===== src/rtl/instr_encoder_loader.sv =====
// Buffers ALU-op requests, encodes each one as an RV32I R/I-type word and
// streams the words into instruction memory at consecutive addresses.
module instr_encoder_loader #(
    parameter logic [31:0] BASE_ADDR  = 32'h0000_0000,
    parameter int          MAX_WORDS  = 256,
    parameter int          FIFO_DEPTH = 4
) (
    input  logic        clk,
    input  logic        reset,
    input  logic        clear,
    input  logic        in_valid,
    output logic        in_ready,
    input  logic [2:0]  in_alu_ctrl,
    input  logic        in_is_imm,
    input  logic [4:0]  in_rd,
    input  logic [4:0]  in_rs1,
    input  logic [4:0]  in_rs2,
    input  logic [11:0] in_imm,
    output logic        mem_we,
    output logic [31:0] mem_addr,
    output logic [31:0] mem_wdata,
    output logic        done,
    output logic        err,
    output logic [7:0]  err_count
);

    localparam int PTR_W = (FIFO_DEPTH > 1) ? $clog2(FIFO_DEPTH) : 1;
    localparam int CNT_W = $clog2(FIFO_DEPTH + 1);
    localparam int WC_W  = $clog2(MAX_WORDS + 1);
    localparam int REQ_W = 31;

    typedef enum logic [1:0] {
        S_IDLE,
        S_RUN,
        S_DONE
    } state_t;

    logic [REQ_W-1:0] fifo_mem [FIFO_DEPTH];

    state_t           state_q, state_d;
    logic [PTR_W-1:0] wr_ptr_q, wr_ptr_d;
    logic [PTR_W-1:0] rd_ptr_q, rd_ptr_d;
    logic [CNT_W-1:0] count_q, count_d;
    logic [WC_W-1:0]  wcount_q, wcount_d;
    logic             mem_we_q, mem_we_d;
    logic [31:0]      mem_addr_q, mem_addr_d;
    logic [31:0]      mem_wdata_q, mem_wdata_d;
    logic             err_q, err_d;
    logic [7:0]       err_count_q, err_count_d;

    logic [REQ_W-1:0] req_in;
    logic [REQ_W-1:0] head;
    logic [2:0]       head_alu;
    logic             head_is_imm;
    logic [4:0]       head_rd;
    logic [4:0]       head_rs1;
    logic [4:0]       head_rs2;
    logic [11:0]      head_imm;
    logic             push;
    logic             pop;
    logic             illegal;
    logic [31:0]      committed;
    logic [2:0]       funct3;
    logic [6:0]       funct7;
    logic [31:0]      enc_word;

    assign req_in = {in_alu_ctrl, in_is_imm, in_rd, in_rs1, in_rs2, in_imm};
    assign head   = fifo_mem[rd_ptr_q];
    assign {head_alu, head_is_imm, head_rd, head_rs1, head_rs2, head_imm} = head;

    assign in_ready  = (count_q != CNT_W'(FIFO_DEPTH)) && (state_q != S_DONE) && !clear;
    assign push      = in_valid && in_ready;
    // Writes already done plus the one sitting in the output register; the
    // last permitted word must not be followed by another pop.
    assign committed = 32'(wcount_q) + 32'(mem_we_q);
    assign pop       = (state_q == S_RUN) && (count_q != '0) && !clear
                       && (committed < 32'(MAX_WORDS));
    assign illegal   = head_is_imm && (head_alu == 3'b001);

    assign mem_we    = mem_we_q && !clear;
    assign mem_addr  = mem_addr_q;
    assign mem_wdata = mem_wdata_q;
    assign done      = (state_q == S_DONE);
    assign err       = err_q;
    assign err_count = err_count_q;

    always_comb begin
        funct3   = 3'b000;
        funct7   = 7'b0000000;
        enc_word = 32'h0;
        case (head_alu)
            3'b000:  funct3 = 3'b000;
            3'b001:  begin funct3 = 3'b000; funct7 = 7'b0100000; end
            3'b101:  funct3 = 3'b010;
            3'b011:  funct3 = 3'b110;
            3'b010:  funct3 = 3'b111;
            3'b110:  funct3 = 3'b001;
            3'b100:  funct3 = 3'b100;
            default: funct3 = 3'b101;
        endcase
        if (head_is_imm) begin
            // Shift-immediates carry only a 5-bit shamt; upper bits forced to zero.
            if (head_alu == 3'b110 || head_alu == 3'b111) begin
                enc_word = {7'b0000000, head_imm[4:0], head_rs1, funct3, head_rd, 7'b0010011};
            end else begin
                enc_word = {head_imm, head_rs1, funct3, head_rd, 7'b0010011};
            end
        end else begin
            enc_word = {funct7, head_rs2, head_rs1, funct3, head_rd, 7'b0110011};
        end
    end

    always_comb begin
        state_d     = state_q;
        wr_ptr_d    = wr_ptr_q;
        rd_ptr_d    = rd_ptr_q;
        count_d     = count_q;
        wcount_d    = wcount_q;
        mem_we_d    = 1'b0;
        mem_addr_d  = mem_addr_q;
        mem_wdata_d = mem_wdata_q;
        err_d       = err_q;
        err_count_d = err_count_q;

        if (pop && !illegal) begin
            mem_we_d    = 1'b1;
            mem_addr_d  = BASE_ADDR + {committed[29:0], 2'b00};
            mem_wdata_d = enc_word;
        end
        if (pop && illegal) begin
            err_d = 1'b1;
            if (err_count_q != 8'hFF) begin
                err_count_d = err_count_q + 8'd1;
            end
        end

        if (clear || state_q == S_DONE) begin
            wr_ptr_d = '0;
            rd_ptr_d = '0;
            count_d  = '0;
        end else begin
            if (push) wr_ptr_d = wr_ptr_q + PTR_W'(1);
            if (pop)  rd_ptr_d = rd_ptr_q + PTR_W'(1);
            count_d = count_q + CNT_W'(push) - CNT_W'(pop);
        end

        wcount_d = clear ? '0 : (wcount_q + WC_W'(mem_we_q));

        // IDLE/RUN mirror the next FIFO occupancy so a fresh entry pops at once.
        if (clear) begin
            state_d = S_IDLE;
        end else if (state_q == S_DONE
                     || (mem_we_q && (32'(wcount_q) + 32'd1 == 32'(MAX_WORDS)))) begin
            state_d = S_DONE;
        end else if (count_d != '0) begin
            state_d = S_RUN;
        end else begin
            state_d = S_IDLE;
        end
    end

    always_ff @(posedge clk) begin
        if (push) begin
            fifo_mem[wr_ptr_q] <= req_in;
        end
    end

    always_ff @(posedge clk or posedge reset) begin
        if (reset) begin
            state_q     <= S_IDLE;
            wr_ptr_q    <= '0;
            rd_ptr_q    <= '0;
            count_q     <= '0;
            wcount_q    <= '0;
            mem_we_q    <= 1'b0;
            mem_addr_q  <= BASE_ADDR;
            mem_wdata_q <= 32'h0;
            err_q       <= 1'b0;
            err_count_q <= 8'h00;
        end else begin
            state_q     <= state_d;
            wr_ptr_q    <= wr_ptr_d;
            rd_ptr_q    <= rd_ptr_d;
            count_q     <= count_d;
            wcount_q    <= wcount_d;
            mem_we_q    <= mem_we_d;
            mem_addr_q  <= mem_addr_d;
            mem_wdata_q <= mem_wdata_d;
            err_q       <= err_d;
            err_count_q <= err_count_d;
        end
    end

endmodule


===== config.mk =====
export PLATFORM = sky130hd
export DESIGN_NAME = instr_encoder_loader
export DESIGN_NICKNAME = d
export VERILOG_FILES = /design/src/rtl/instr_encoder_loader.sv
export SDC_FILE = /design/constraint.sdc
export NUM_CORES = 1
export LEC_CHECK = 0
export CAP_MARGIN = 20
export CORE_ASPECT_RATIO = 0.7
export CORE_MARGIN = 5
export CORE_UTILIZATION = 38
export DETAILED_ROUTE_END_ITERATION = 16
export DONT_BUFFER_PORTS = 1
export GPL_TIMING_DRIVEN = 0
export PLACE_DENSITY = 0.54
export SLEW_MARGIN = 25
export SYNTH_ARGS = -nofsm -noshare
export SYNTH_HDL_FRONTEND = slang
export SYNTH_SLANG_ARGS = --single-unit

===== constraint.sdc =====
create_clock -name clk -period 3.8 [get_ports clk]
set_input_delay 0.19 -clock clk [delete_from_list [all_inputs] [get_ports clk]]
set_output_delay 0.19 -clock clk [all_outputs]
set_load 0.005 [all_outputs]

# Word-level counts from Yosys, hierarchy flattened
# Memory sizes are Yosys's and may differ from the RTL's.
# Cells that the tools add are included.
# classes
n_reduce_logical	23
n_eq_ne	13
n_addsub	8
n_mux	16
n_lt_le_gt_ge	1
# op_table
operator	n
32-bit two-way mux	2
3-bit case mux with 6 select lines	1
3-bit equality test (second input constant)	4
2-bit two-way mux	6
1-bit logical AND	11
9-bit by 1-bit adder with 10-bit output	1
9-bit by 1-bit adder with 10-bit output (second input constant)	1
10-bit by 9-bit equality test with 1-bit output (second input constant)	1
10-bit by 9-bit less-than comparator with 1-bit output (second input constant)	1
9-bit by 1-bit adder with 9-bit output	1
9-bit two-way mux	1
8-bit by 1-bit adder with 8-bit output (second input constant)	1
8-bit != test (second input constant)	1
3-bit by 2-bit equality test with 1-bit output (second input constant)	2
6-bit two-way mux	1
3-bit nonzero test	2
2-bit by 1-bit adder with 2-bit output (second input constant)	2
1-bit two-way mux	4
2-bit nonzero test	2
3-bit by 1-bit adder with 3-bit output	1
3-bit by 1-bit equality test with 1-bit output (second input constant)	1
3-bit logical NOT	1
1-bit logical OR	3
3-bit two-way mux	1
other kinds (8)	9
# word_totals
reg_bits	90
ramBits	124
input_bits	35
output_inout_bits	76
wordCells	72
mem_count	1
# memory_table
memory	words	word_bits	read_ports	rd_clocked_by_memory_dff	write_ports	line_no	text
fifo_mem	4	31	1	0	1	38	logic [REQ_W-1:0] fifo_mem [FIFO_DEPTH];

# Longest topological paths before layout
# depth
word_depth	11
ltp_mapped	16
depth_no_buf	16

# Worst setup path before layout
# OpenSTA, ideal clock, no wires.
# synth_timing
path_type	register to register
from	register wcount_q[0]
to	register state_q[0]
path_stages_with_launch	17
period_less_slack_ps	3309
arrival_ps	3187
slack_ps	491
t_required_ps	3677
path_buffers	0
setup_ps	123
path_cell_list	dfrtp_1 ha_1 ha_1 and3_1 and4_1 o21ai_1 inv_1 ha_1 inv_1 ha_1 inv_1 fa_1 xnor2_1 xnor2_1 and2_1 nor3b_1 nor2_1
# synth_via
elab_chain_len	9
word_cells_on_any_way	13
classes_between	add/sub (3); order compare (1); eq/ne (1); mux (4); reduce/logical (4)
# synth_rtl
element	line_no	text
start: declaration	44	logic [WC_W-1:0] wcount_q, wcount_d;
start signal: assignment	185	wcount_q <= wcount_d;
9-bit by 1-bit adder with 10-bit output	75	assign committed = 32'(wcount_q) + 32'(mem_we_q);
10-bit by 9-bit less-than comparator with 1-bit output	77	&& (committed < 32'(MAX_WORDS));
1-bit logical AND	77	
3-bit by 1-bit subtractor with 3-bit output	144	count_d = count_q + CNT_W'(push) - CNT_W'(pop);
3-bit two-way mux	137	if (clear || state_q == S_DONE) begin
net count_d[2]	43	logic [CNT_W-1:0] count_q, count_d;
3-bit nonzero test	155	end else if (count_d != '0) begin
1-bit two-way mux	155	
2-bit two-way mux	152	end else if (state_q == S_DONE
2-bit two-way mux	150	if (clear) begin
net state_d[0]	40	state_t state_q, state_d;
end signal: assignment	181	state_q <= state_d;
end: declaration	40	
# The timed path passes the listed nets, and every way through them passes these cells.
# A chain may end at the register's enable or synchronous reset.

# Final worst setup path
# layout_timing
from	register state_q[1]
to	register state_q[0]
# layout_via
word_cells_on_any_way	18
classes_between	add/sub (2); eq/ne (3); mux (4); reduce/logical (9)
# layout_rtl
element	line_no	text
2-bit equality test	n/a	
net done	22	output logic done,
1-bit logical OR	137	
3-bit two-way mux	137	
net count_d[2]	43	
3-bit nonzero test	155	
1-bit two-way mux	155	
2-bit two-way mux	152	
2-bit two-way mux	150	
net state_d[0]	40	
# The timed path passes the listed nets, and every way through them passes these cells.

==> results.yml <==
outcome:
  outcome: "completed"
grt:
  grt_max_degree: 49
  grt_usage_pct: 14.2
  grt_pass1_vias: 4096
  gr-total-overflow: 0
  grt_pass1_wl_um: 24000
  antenna_found_initial: 1
synthesis:
  ys.flop_type: "edfxtp_1"
  synth_seq_cells: 189
  synth_area_leaders: "edfxtp_1 49%, dfrtp_1 21%, mux4_2 9.2%, buf_4 3.1%, mux2_1 1.9%"
  synth-async-reset-ratio_pct: 34.4
  ys_seq_area_share_pct: 70.4
  synth_area_mm2: 0.00760
  syn_avg_cell_area_um2: 16.7
  ys_types: 44
  yosysTopAreaCellShare_pct: 49.0
  synth_edf_count: 124
  synth_cells: 454
  ys_warn_count: 0
  synth_largest_area_cell: "edfxtp_1"
sta:
  hold-worst-slack_ps: 82.6
  rsz0062_at_grt: "no"
  timing.final.crit_share_pct: 91.5
  tightestPinTransition_ps: 779
  fin_skew_ps: 9.37
  finalSetupTns_ps: 0
  slew_headroom_pct: 47.8
  finalHoldViolCount: 0
  drv_slew: 0
  fmaxAchievable_mhz: 288
  finalSetupViolCount: 0
  period_minus_slack_ps: 3480
critical_path:
  endpoint_kind: "register"
  cp_max_fo: 6
  required_ps: 4110
  worst_setup_path_start_kind: "register"
  crit_type: "register to register"
  critPathArrivalTime_ps: 3790
power_and_ir_drop:
  powerDensity_mw_per_mm2: 549
  p_leak_uw: 0.00345
  ir_drop_mv: 0.279
route:
  viasPerCell: 4.78
  wirelength_um: 15600
  drcViolationCount: 0
  dr.pass1.iters: 4
  first_iter_violations: 222
  vias: 3919
  post_drt_wl_per_cell_um: 19.0
  final_antenna_net_count: 0
final_layout:
  final_util_pct: 45.9
  drive_above_1_share_pct: 20.9
  final_common_cell: "edfxtp_1"
  layout_common_cells: "124 x edfxtp_1, 65 x dfrtp_1, 33 x dlygate4sd3_1"
  finalNetCount: 581
  fin_cells: 820
  area_growth_pct: 19.1
place:
  port_buffers: 0
  dp_hpwl_um: 10700
  dp.cells: 753
  place_congestion: 0.811
clock_network:
  clock-root-buffer: "clkbuf_16"
  htreeDepth: 4
  cts_tree: "built"
  clkTransAtPathRegs_ps: 70
  cts.sinks: 189
  clk_latency_ps: 430
  cts_made_buffers: 17
  clock_path_buffers: 2
floorplan:
  die_h_um: 128
  start_util_pct: 38.5
  fp.dieW_um: 179
  io_pins: 111
  die_area_mm2: 0.0230
  coreArea_mm2: 0.0197
  fp-row-count: 43
worst_hold_path:
  hold_path.class: "input port to register"
flow_run:
  maxCapViolCount: 0
-- cell families after synthesis --
kind of cell               synth area share, %
AOI/OAI and AO/OA                         2.50
xor gates and xnor gates                  2.07
adders and majority gates                 1.74
buffers and inverters                     4.61
DFF                                       70.4
muxes                                     12.0
other                                   0.0493
and+or+nand+nor                           6.60
-- path summary, 6_finish.rpt --
check	startpoint	end	slack (ps)	cells after the start
max in group asynchronous	reset	err	3090	3
min in group asynchronous	reset	mem_addr[10]	180	2
setup / recovery	state_q[1]	state_q[0]	320	15
hold reg to reg	mem_addr[8]	mem_addr[8]	510	2
setup reg to reg	state_q[1]	state_q[0]	320	15
hold / removal	in_valid	wr_ptr_q[1]	80	2
-- worst max-delay path, stage by stage, from the launching register on --
cell and delay [ps]:
dfrtp_1 390, nor2b_1 130, clkbuf_1 180, a211oi_1 690, and2_1 300, inv_1 60, ha_1 270, inv_1 60
ha_1 130, inv_1 40, fa_1 380, xnor2_1 200, xnor2_1 80, and2_1 170, nor3b_1 200, nor2_1 70
-- Yosys cell counts (all sizes together), types with 7 or more instances --
master,n
clkbuf,7
mux4,31
nand2,30
ha,9
dfrtp,65
inv,12
mux2,14
o21ai,21
edfxtp,124
xor2,12
and3,7
nor2,14
buf,38
nand3,11
-- state kept, by name, summed over array words and instances, names as in the netlist, 3 cells and up --
| register | flops |
|---|---|
| wcount_q | 9 |
| err_count | 8 |
| fifo_mem | 124 |
| count_q | 3 |
| mem_addr | 10 |
| mem_wdata | 27 |
-- power by group --
group | total (uW) | internal, uW | leakage [uW] | switching, uW
logic | 693 | 333 | 0.00120 | 360
clock network | 1660 | 901 | 0.000255 | 760
registers | 2620 | 2440 | 0.00199 | 174
-- final cells by class --
cell class | count | area, um^2
Timing Repair Buffer | 39 | 445
Inverter | 12 | 47.5
Clock buffer | 18 | 429
Clock inverter | 14 | 120
Buffer | 45 | 307
Tap cell | 270 | 338
Multi-Input combinational cell | 232 | 2020
Antenna cell | 1 | 2.50
Sequential cell | 189 | 5350
Fill cell | 1745 | 10700
-- metal layers --
metal | wire length (um) | track usage (%) | up-vias
li1 | - | - | 1816
met1 | 7000 | 18.8 | 1996
met2 | 7160 | 21.7 | 92
met3 | 1230 | 5.43 | 15
met4 | 189 | 4.51 | 0
met5 | 0 | 0 | -
-- metrics by stage --
stage          area [um^2]  power (uW)  setup slack (ps)
2_1_floorplan         7690        3090               491
3_3_place_gp          8030        3280              69.9
3_5_place_dp          8150        3330              11.8
4_1_cts               9030        5040               154
5_1_grt               9060        5220              18.3
6_report              9060        4970               325
-- repair_timing --
action                                  CTS  global route
pin swaps                                 0             1
hold buffers                             33             0
resized for setup                         1             2
endpoints found under the hold margin   192             0
setup buffers                             0             1
endpoints found under the setup margin    1             1
Power figures use the tool's default switching activity.
